## src/rtl/adder_pkg.sv

```systemverilog
// Shared definitions for the nibble-serial adder.
//   NIBBLE  : slice width processed per clock by the ripple-carry adder
//   state_e : controller state encoding (binary)
package adder_pkg;

    localparam int NIBBLE = 4;

    typedef enum logic [1:0] {
        IDLE = 2'd0,
        RUN  = 2'd1,
        DONE = 2'd2
    } state_e;

endpackage

```

## src/rtl/nibble_serial_adder_rca.sv

```systemverilog
// RCA: 4-bit ripple-carry adder, purely combinational.
// Ports:
//   A, B  in  4  addends
//   c_in  in  1  carry in
//   S     out 4  sum
//   c_out out 1  carry out of bit 3
module RCA (
    input  logic [3:0] A,
    input  logic [3:0] B,
    input  logic       c_in,
    output logic [3:0] S,
    output logic       c_out
);

    logic [4:0] c;

    always_comb begin
        c    = '0;
        S    = '0;
        c[0] = c_in;
        for (int i = 0; i < 4; i++) begin
            S[i]     = A[i] ^ B[i] ^ c[i];
            c[i + 1] = (A[i] & B[i]) | (c[i] & (A[i] ^ B[i]));
        end
        c_out = c[4];
    end

endmodule

```

## src/rtl/nibble_serial_adder.sv

```systemverilog
// nibble_serial_adder: WIDTH-bit adder that pushes one nibble per clock
// through a single shared RCA, chaining nibbles with a registered carry.
// Ports:
//   clk    in  1      rising-edge clock
//   rst    in  1      synchronous active-high reset
//   start  in  1      request, honoured in IDLE or DONE
//   a, b   in  WIDTH  operands, latched on an accepted start
//   c_in   in  1      carry into nibble 0, latched on an accepted start
//   busy   out 1      high while the nibble loop runs
//   done   out 1      one-cycle pulse when sum/c_out/ovf become valid
//   sum    out WIDTH  result, held until the next accepted start
//   c_out  out 1      carry out of the top nibble
//   ovf    out 1      two's-complement overflow flag (informational)
module nibble_serial_adder
    import adder_pkg::*;
#(
    parameter int WIDTH = 16
) (
    input  logic             clk,
    input  logic             rst,
    input  logic             start,
    input  logic [WIDTH-1:0] a,
    input  logic [WIDTH-1:0] b,
    input  logic             c_in,
    output logic             busy,
    output logic             done,
    output logic [WIDTH-1:0] sum,
    output logic             c_out,
    output logic             ovf
);

    localparam int N  = WIDTH / NIBBLE;
    localparam int KW = $clog2(N);

    state_e           state_q, state_d;
    logic [KW-1:0]    k_q, k_d;
    logic [WIDTH-1:0] a_q, a_d;
    logic [WIDTH-1:0] b_q, b_d;
    logic             carry_q, carry_d;
    logic [WIDTH-1:0] sum_q, sum_d;
    logic             c_out_q, c_out_d;
    logic             ovf_q, ovf_d;
    logic             done_q, done_d;

    logic [NIBBLE-1:0] rca_a, rca_b, rca_s;
    logic              rca_co;

    // Current nibble of each latched operand feeds the shared adder.
    assign rca_a = a_q[int'(k_q) * NIBBLE +: NIBBLE];
    assign rca_b = b_q[int'(k_q) * NIBBLE +: NIBBLE];

    RCA u_rca (
        .A     (rca_a),
        .B     (rca_b),
        .c_in  (carry_q),
        .S     (rca_s),
        .c_out (rca_co)
    );

    always_comb begin
        state_d = state_q;
        k_d     = k_q;
        a_d     = a_q;
        b_d     = b_q;
        carry_d = carry_q;
        sum_d   = sum_q;
        c_out_d = c_out_q;
        ovf_d   = ovf_q;
        done_d  = 1'b0;

        case (state_q)
            RUN: begin
                sum_d[int'(k_q) * NIBBLE +: NIBBLE] = rca_s;
                carry_d = rca_co;
                if (k_q == KW'(N - 1)) begin
                    // sum_d already holds the final top nibble here.
                    c_out_d = rca_co;
                    ovf_d   = (a_q[WIDTH-1] == b_q[WIDTH-1]) &&
                              (sum_d[WIDTH-1] != a_q[WIDTH-1]);
                    done_d  = 1'b1;
                    state_d = DONE;
                end else begin
                    k_d = k_q + KW'(1);
                end
            end
            default: begin
                // IDLE and DONE both accept a new request, which gives
                // back-to-back operation when start arrives during DONE.
                if (start) begin
                    a_d     = a;
                    b_d     = b;
                    carry_d = c_in;
                    k_d     = '0;
                    sum_d   = '0;
                    c_out_d = 1'b0;
                    ovf_d   = 1'b0;
                    state_d = RUN;
                end else begin
                    state_d = IDLE;
                end
            end
        endcase
    end

    always_ff @(posedge clk) begin
        if (rst) begin
            state_q <= IDLE;
            k_q     <= '0;
            a_q     <= '0;
            b_q     <= '0;
            carry_q <= 1'b0;
            sum_q   <= '0;
            c_out_q <= 1'b0;
            ovf_q   <= 1'b0;
            done_q  <= 1'b0;
        end else begin
            state_q <= state_d;
            k_q     <= k_d;
            a_q     <= a_d;
            b_q     <= b_d;
            carry_q <= carry_d;
            sum_q   <= sum_d;
            c_out_q <= c_out_d;
            ovf_q   <= ovf_d;
            done_q  <= done_d;
        end
    end

    assign busy  = (state_q == RUN);
    assign done  = done_q;
    assign sum   = sum_q;
    assign c_out = c_out_q;
    assign ovf   = ovf_q;

endmodule

```

## config.mk

```make
export PLATFORM = sky130hd
export DESIGN_NAME = nibble_serial_adder
export DESIGN_NICKNAME = d
export VERILOG_FILES = /design/src/rtl/adder_pkg.sv /design/src/rtl/nibble_serial_adder_rca.sv /design/src/rtl/nibble_serial_adder.sv
export SDC_FILE = /design/constraint.sdc
export NUM_CORES = 1
export LEC_CHECK = 0
export BUFFER_PORTS_ARGS = -buffer_cell sky130_fd_sc_hd__buf_2
export CELL_PAD_IN_SITES_DETAIL_PLACEMENT = 1
export CELL_PAD_IN_SITES_GLOBAL_PLACEMENT = 1
export CORE_MARGIN = 2
export CORE_UTILIZATION = 44
export CTS_CLUSTER_SIZE = 24
export DETAILED_ROUTE_END_ITERATION = 8
export PLACE_DENSITY = 0.91
export SLEW_MARGIN = 10
export SYNTH_ARGS = -nofsm -noshare
export SYNTH_HDL_FRONTEND = slang
export SYNTH_SLANG_ARGS = --single-unit
```

## constraint.sdc

```tcl
create_clock -name clk -period 5.45 [get_ports clk]
set_input_delay 0.545 -clock clk [delete_from_list [all_inputs] [get_ports clk]]
set_output_delay 0.545 -clock clk [all_outputs]
set_load 0.05 [all_outputs]
```

Word level (Yosys, flattened, before mapping):

Index checks and enable logic that the tools add are counted.

* $add $sub $neg: 2
* $mul: 0
* div/mod/pow operators: 0
* order comparisons: 0
* equal/unequal tests: 6
* shifts and indexed selects: 4
* muxes and demuxes: 17
* bitwise gates (word level): 21
* reduce and logical (&&, ||, !) cells: 6

Operator list (number)
* negation 4 -> 33 bit: 1
* variable shift 4 x 33 -> 16 bit, first input constant: 1
* indexed part select 4 x 33 -> 16 bit: 1
* 2-to-1 mux 16 bit: 2
* indexed part select 16 x 5 -> 4 bit: 2
* bitwise mux 16 bit: 1
* 2-to-1 mux 2 bit: 5
* 2-to-1 mux 1 bit: 9
* AND 1 bit: 8
* bitwise XOR 1 bit: 8
* AND reduction 2 bit: 3
* bitwise OR 1 bit: 4
* adder 2 x 1 -> 2 bit, second input constant: 1
* == test 2 x 1 -> 1 bit, second input constant: 1
* == test 2 bit, second input constant: 1
* inequality test 2 x 1 -> 1 bit, second input constant: 1
* inequality test 2 bit, second input constant: 1
* nonzero test 2 bit: 1
* OR reduction 2 bit: 1
* == test 1 bit: 1
* logical AND 1 bit: 1
* inequality test 1 bit: 1
* NOT 1 bit: 1

* bits in registers: 56
* latch bits: 0
* RAM bits: 0
* ROM bits: 0
* bits of input ports: 36
* word-level logic and storage cells: 65
* memories kept: 0

Longest topological paths before layout:

* depth after elaboration: 15
* depth in mapped cells: 12

By module:

A second synthesis with hierarchy kept.

* cell total of the unflattened synthesis: 261
* area total of the unflattened synthesis: 2421.1 sq um

By module, submodules not included
* nibble_serial_adder: times used 1, cells each 247, area an instance 2303.5 sq um
* RCA: times used 1, cells each 14, area an instance 117.6 sq um

Worst setup path before layout:

Ideal clock, no wire load.

* path type: reg2reg
* start: reg k_q[0]
* end: reg ovf_q (netlist: ovf)
* arrival time: 3.051 ns
* required time: 5.333 ns
* setup slack: 2.281 ns
* stages on the path, launching flop included: 13
* buffers on the path: 1
* cell sequence: dfxtp_1 > buf_4 > mux4_2 > inv_1 > fa_1 > inv_1 > fa_1 > inv_1 > fa_1 > fa_1 > nor4b_2 > mux2i_1 > a32o_1

* cells in the longest elaborated chain, start to end: 15

RTL lines
* from (decl): RTL line nibble_serial_adder.sv:36 `logic [KW-1:0] k_q, k_d;`
* from (signal assigned): RTL line nibble_serial_adder.sv:118 `k_q <= k_d;`
* indexed part select 16 x 5 -> 4 bit, on equally long branches: RTL line nibble_serial_adder.sv:49, nibble_serial_adder.sv:50
* bitwise XOR 1 bit: RTL line nibble_serial_adder_rca.sv:22, nibble_serial_adder_rca.sv:23
* AND 1 bit: RTL line nibble_serial_adder_rca.sv:23 `c[i + 1] = (A[i] & B[i]) | (c[i] & (A[i] ^ B[i]));`
* bitwise OR 1 bit: RTL line nibble_serial_adder_rca.sv:23
* AND 1 bit: RTL line nibble_serial_adder_rca.sv:23
* bitwise OR 1 bit: RTL line nibble_serial_adder_rca.sv:23
* AND 1 bit: RTL line nibble_serial_adder_rca.sv:23
* bitwise OR 1 bit: RTL line nibble_serial_adder_rca.sv:23
* bitwise XOR 1 bit: RTL line nibble_serial_adder_rca.sv:22 `S[i] = A[i] ^ B[i] ^ c[i];`
* indexed part select 4 x 33 -> 16 bit: RTL line nibble_serial_adder.sv:73 `sum_d[int'(k_q) * NIBBLE +: NIBBLE] = rca_s;`
* bitwise mux 16 bit: RTL line nibble_serial_adder.sv:73
* inequality test 1 bit: RTL line nibble_serial_adder.sv:79 `(sum_d[WIDTH-1] != a_q[WIDTH-1]);`
* logical AND 1 bit: RTL line nibble_serial_adder.sv:78 `ovf_d = (a_q[WIDTH-1] == b_q[WIDTH-1]) &&`
* 2-to-1 mux 1 bit: RTL line nibble_serial_adder.sv:75 `if (k_q == KW'(N - 1)) begin`
* 2-to-1 mux 1 bit: RTL line nibble_serial_adder.sv:71 `case (state_q)`
* to (signal assigned): RTL line nibble_serial_adder.sv:124 `ovf_q <= ovf_d;`
* to (decl): RTL line nibble_serial_adder.sv:42 `logic ovf_q, ovf_d;`

Parallel ways exist; a longest one is shown, timed or not. The select of a mux whose other input is x is not followed.
A chain may end at the register's enable or synchronous reset.

Worst setup path in the final report:

* start: reg k_q[0]
* end: reg sum_q[3] (netlist: sum[3])

* cells in the longest elaborated chain, start to end: 12

RTL lines
* indexed part select 16 x 5 -> 4 bit, on equally long branches: RTL line nibble_serial_adder.sv:49, nibble_serial_adder.sv:50
* bitwise XOR 1 bit: RTL line nibble_serial_adder_rca.sv:22, nibble_serial_adder_rca.sv:23
* AND 1 bit: RTL line nibble_serial_adder_rca.sv:23
* bitwise OR 1 bit: RTL line nibble_serial_adder_rca.sv:23
* AND 1 bit: RTL line nibble_serial_adder_rca.sv:23
* bitwise OR 1 bit: RTL line nibble_serial_adder_rca.sv:23
* AND 1 bit: RTL line nibble_serial_adder_rca.sv:23
* bitwise OR 1 bit: RTL line nibble_serial_adder_rca.sv:23
* bitwise XOR 1 bit: RTL line nibble_serial_adder_rca.sv:22
* indexed part select 4 x 33 -> 16 bit: RTL line nibble_serial_adder.sv:73
* bitwise mux 16 bit *: RTL line nibble_serial_adder.sv:73
* 2-to-1 mux 16 bit *: RTL line nibble_serial_adder.sv:71
* to (signal assigned): RTL line nibble_serial_adder.sv:122 `sum_q <= sum_d;`
* to (decl): RTL line nibble_serial_adder.sv:40 `logic [WIDTH-1:0] sum_q, sum_d;`

Every way passes the cells marked *; elsewhere a longest branch is shown, timed or not.

==> flow_summary.ini <==
[outcome]
outcome = completed

[yosys]
syn_area_per_cell_um2 = 9.53
yosysTopAreaCellShare_pct = 43.1
synth_edf_count = 0
ys.flop_type = dfxtp_1
seq_area_frac_synth_pct = 43.1
synth-async-reset-ratio_pct = 0
synth_fp_nets = 317
synth_most_common_cell = dfxtp_1
ys_ff_latch = 56
synthTopCellsByArea = dfxtp_1 43%, a21oi_1 8.5%, mux4_2 6.9%, nand3_1 6.3%, o21ai_0 5.2%
yosysTopAreaCell = dfxtp_1
syn_area_um2 = 2600
synthDistinctLibCells = 36
yosys_warnings = 0
syn-instance-count = 273
synthTopCellsByCount = 56 x dfxtp_1, 44 x a21oi_1, 33 x nand3_1

[cells_and_area]
drive_gt1_share_pct = 26.8
diodes = 0
areaGrowthSynthToFinish_pct = 14.5
num-fill-cells = 727
multi_input_area_um2 = 1290
seqCellArea_um2 = 1120
nets = 356

[worst_setup_path]
path_common_cell = fa_1
crit_required_ns = 5.70
cp.depth = 10
cp-start-kind = flop
worst-path-buf-inv = 3
max_stage_delay_ns = 0.84
cp_max_fo = 19
crit_slowest_cell = dfxtp_1
r2r_cells = 10
arrival_ns = 3.89
crit_chain = mux4_2, inv_1, fa_1, inv_1, fa_1, inv_1, fa_1, fa_1, or4_1, a21oi_1
end_kind = flop
path_class = flop to flop
crit_family = adder cells

[timing]
fin_skew_ns = 0.00704
rsz0062_at_grt = no
tns_ns = 0
fin_crit_sh_pct = 66.7
relSlewSlack_pct = 26.9
finalSetupViolations = 0
fmax_ghz = 0.275
finalHoldViolCount = 0
fin_hold_ws_ns = 0.466
period_minus_slack_ns = 3.64
tightest_slew_ns = 1.10
slew_viol_final = 0
timing.final.ws_setup_ns = 1.81

[die]
io_pins = 56
num_rows = 28
initial_utilization_pct = 44.8
die_area_um2 = 6550
coreArea_um2 = 5820
fp.dieW_um = 80.9
die-height_um = 80.9

[grt]
grt_pass1_wl_um = 10900
grt_usage_pct = 22.0
antenna_found_initial = 0
grt_start_max_net_pins = 52
grt_pass1_vias = 2175
grt-ovfl-total = 0

[pwr]
totalPowerFinal_mw = 0.870
swShare_pct = 26.7
switching_power_mw = 0.232
p_int_mw = 0.637
p_leak_nw = 1.15
p_comb_share_pct = 14.6
pwr-share-seq_pct = 50.9
pwr_density_cell_nw_per_um2 = 292
vdd_ir_drop_max_mv = 0.166
pwr-share-clk_pct = 34.5

[clock_network]
hold_buffers = 0
clock-sinks = 56
postCtsSetupBuffers = 0
cts.path.max_buffers = 2
cts-buffers-inserted = 5
root_buffer = clkbuf_8
clock_latency_ns = 0.32
htreeDepth = 2
cts_tree = yes
post_cts_resized = 0
path_clk_slew_ns = 0.10

[place]
port-buffer-count = 55
place_ws_ns = 1.84
gp_congestion = 0.838
dpl.hpwl_um = 4550

[worst_hold_path]
hold_path_depth = 3
hp-class = input port to flop

[drt]
drt_pass1_iterations = 4
drtIter0Drc = 80
viasPerCell = 5.63
routedWlPerCell_um = 17.0
wl_um = 6590
via_count = 2184
drc = 0
drtAntennaViolNets = 0

[job]
drv_cap = 0
==> registers in the layout (all words and copies together) (netlist names) <==
| signal | count |
|---|---|
| b_q | 16 |
| carry_q | 1 |
| k_q | 2 |
| a_q | 16 |
| c_out | 1 |
| sum | 16 |
| ovf | 1 |
| done | 1 |
| state_q | 2 |
==> cell type report <==
type	count	area share, %
Multi-Input combinational cell	178	43.4
Clock buffer	7	3.23
Timing Repair Buffer	57	9.74
Inverter	14	1.85
Tap cell	75	3.15
Sequential cell	56	37.6
Clock inverter	1	1.01
==> cells in the final DEF, fill, tap and decap left out, drive strengths merged, types with 2 or more instances in the layout <==
cell	n
buf	57
dfxtp	56
a21oi	44
nand3	33
o21ai	32
inv	14
o211ai	11
mux4	8
clkbuf	7
o2bb2ai	6
or4	4
fa	4
ha	4
or3b	3
nand2	3
a211oi	3
nand3b	3
nand4	3
nand2b	2
nor2	2
or2	2
nor3b	2
and3b	2
a2bb2o	2
==> worst reg2reg max path, cell delays in order, from the launching register on <==
cell,delay [ns]
dfxtp_1,0.84
mux4_2,0.60
inv_1,0.10
fa_1,0.17
inv_1,0.05
fa_1,0.36
inv_1,0.08
fa_1,0.18
fa_1,0.49
or4_1,0.52
a21oi_1,0.16
==> cell families after synthesis <==
kind of cell / after synthesis / share of synthesized area, %
and+or+nand+nor: 61 / 14.6
DFF: 56 / 43.1
muxes: 9 / 7.31
AOI/OAI and AO/OA: 100 / 22.8
adders and majority gates: 8 / 5.00
buffers and inverters: 39 / 7.21
==> power groups by stage <==
stage          sequential [mW]  clock, mW  combinational [mW]
2_1_floorplan            0.448          0              0.0936
3_3_place_gp             0.451          0               0.122
3_5_place_dp             0.452          0               0.127
4_1_cts                  0.443      0.302               0.128
5_1_grt                  0.445      0.315               0.143
6_report                 0.442      0.300               0.127
==> final timing paths <==
path,from,endpoint,slack [ns]
setup / recovery,k_q[0]$_SDFFE_PP0P_,sum[3]$_SDFFE_PP0P_,1.81
hold / removal,a[15],a_q[15]$_SDFFE_PP0P_,0.47
setup reg to reg,k_q[0]$_SDFFE_PP0P_,sum[3]$_SDFFE_PP0P_,1.81
hold reg to reg,sum[9]$_SDFFE_PP0P_,sum[9]$_SDFFE_PP0P_,0.47
==> per-stage QoR <==
step	area, um^2	instances	utilization [%]
after CTS	2980	388	51.2
after detailed placement	2850	380	49.1
after global routing	2980	388	51.2
final	2980	388	51.2
after floorplan	2600	273	-
after global placement	2850	380	49.1
==> layer usage <==
metal	routed length, um	track usage (%)	up-vias	share of wire, %
met2	3330	38.8	44	50
met1	2850	25.9	1057	43
met3	252	5.11	12	3.8
met5	0	0	-	0
li1	-	-	1071	-
met4	167	8.31	0	2.5
No activity file was read; power rests on OpenSTA's default activity.
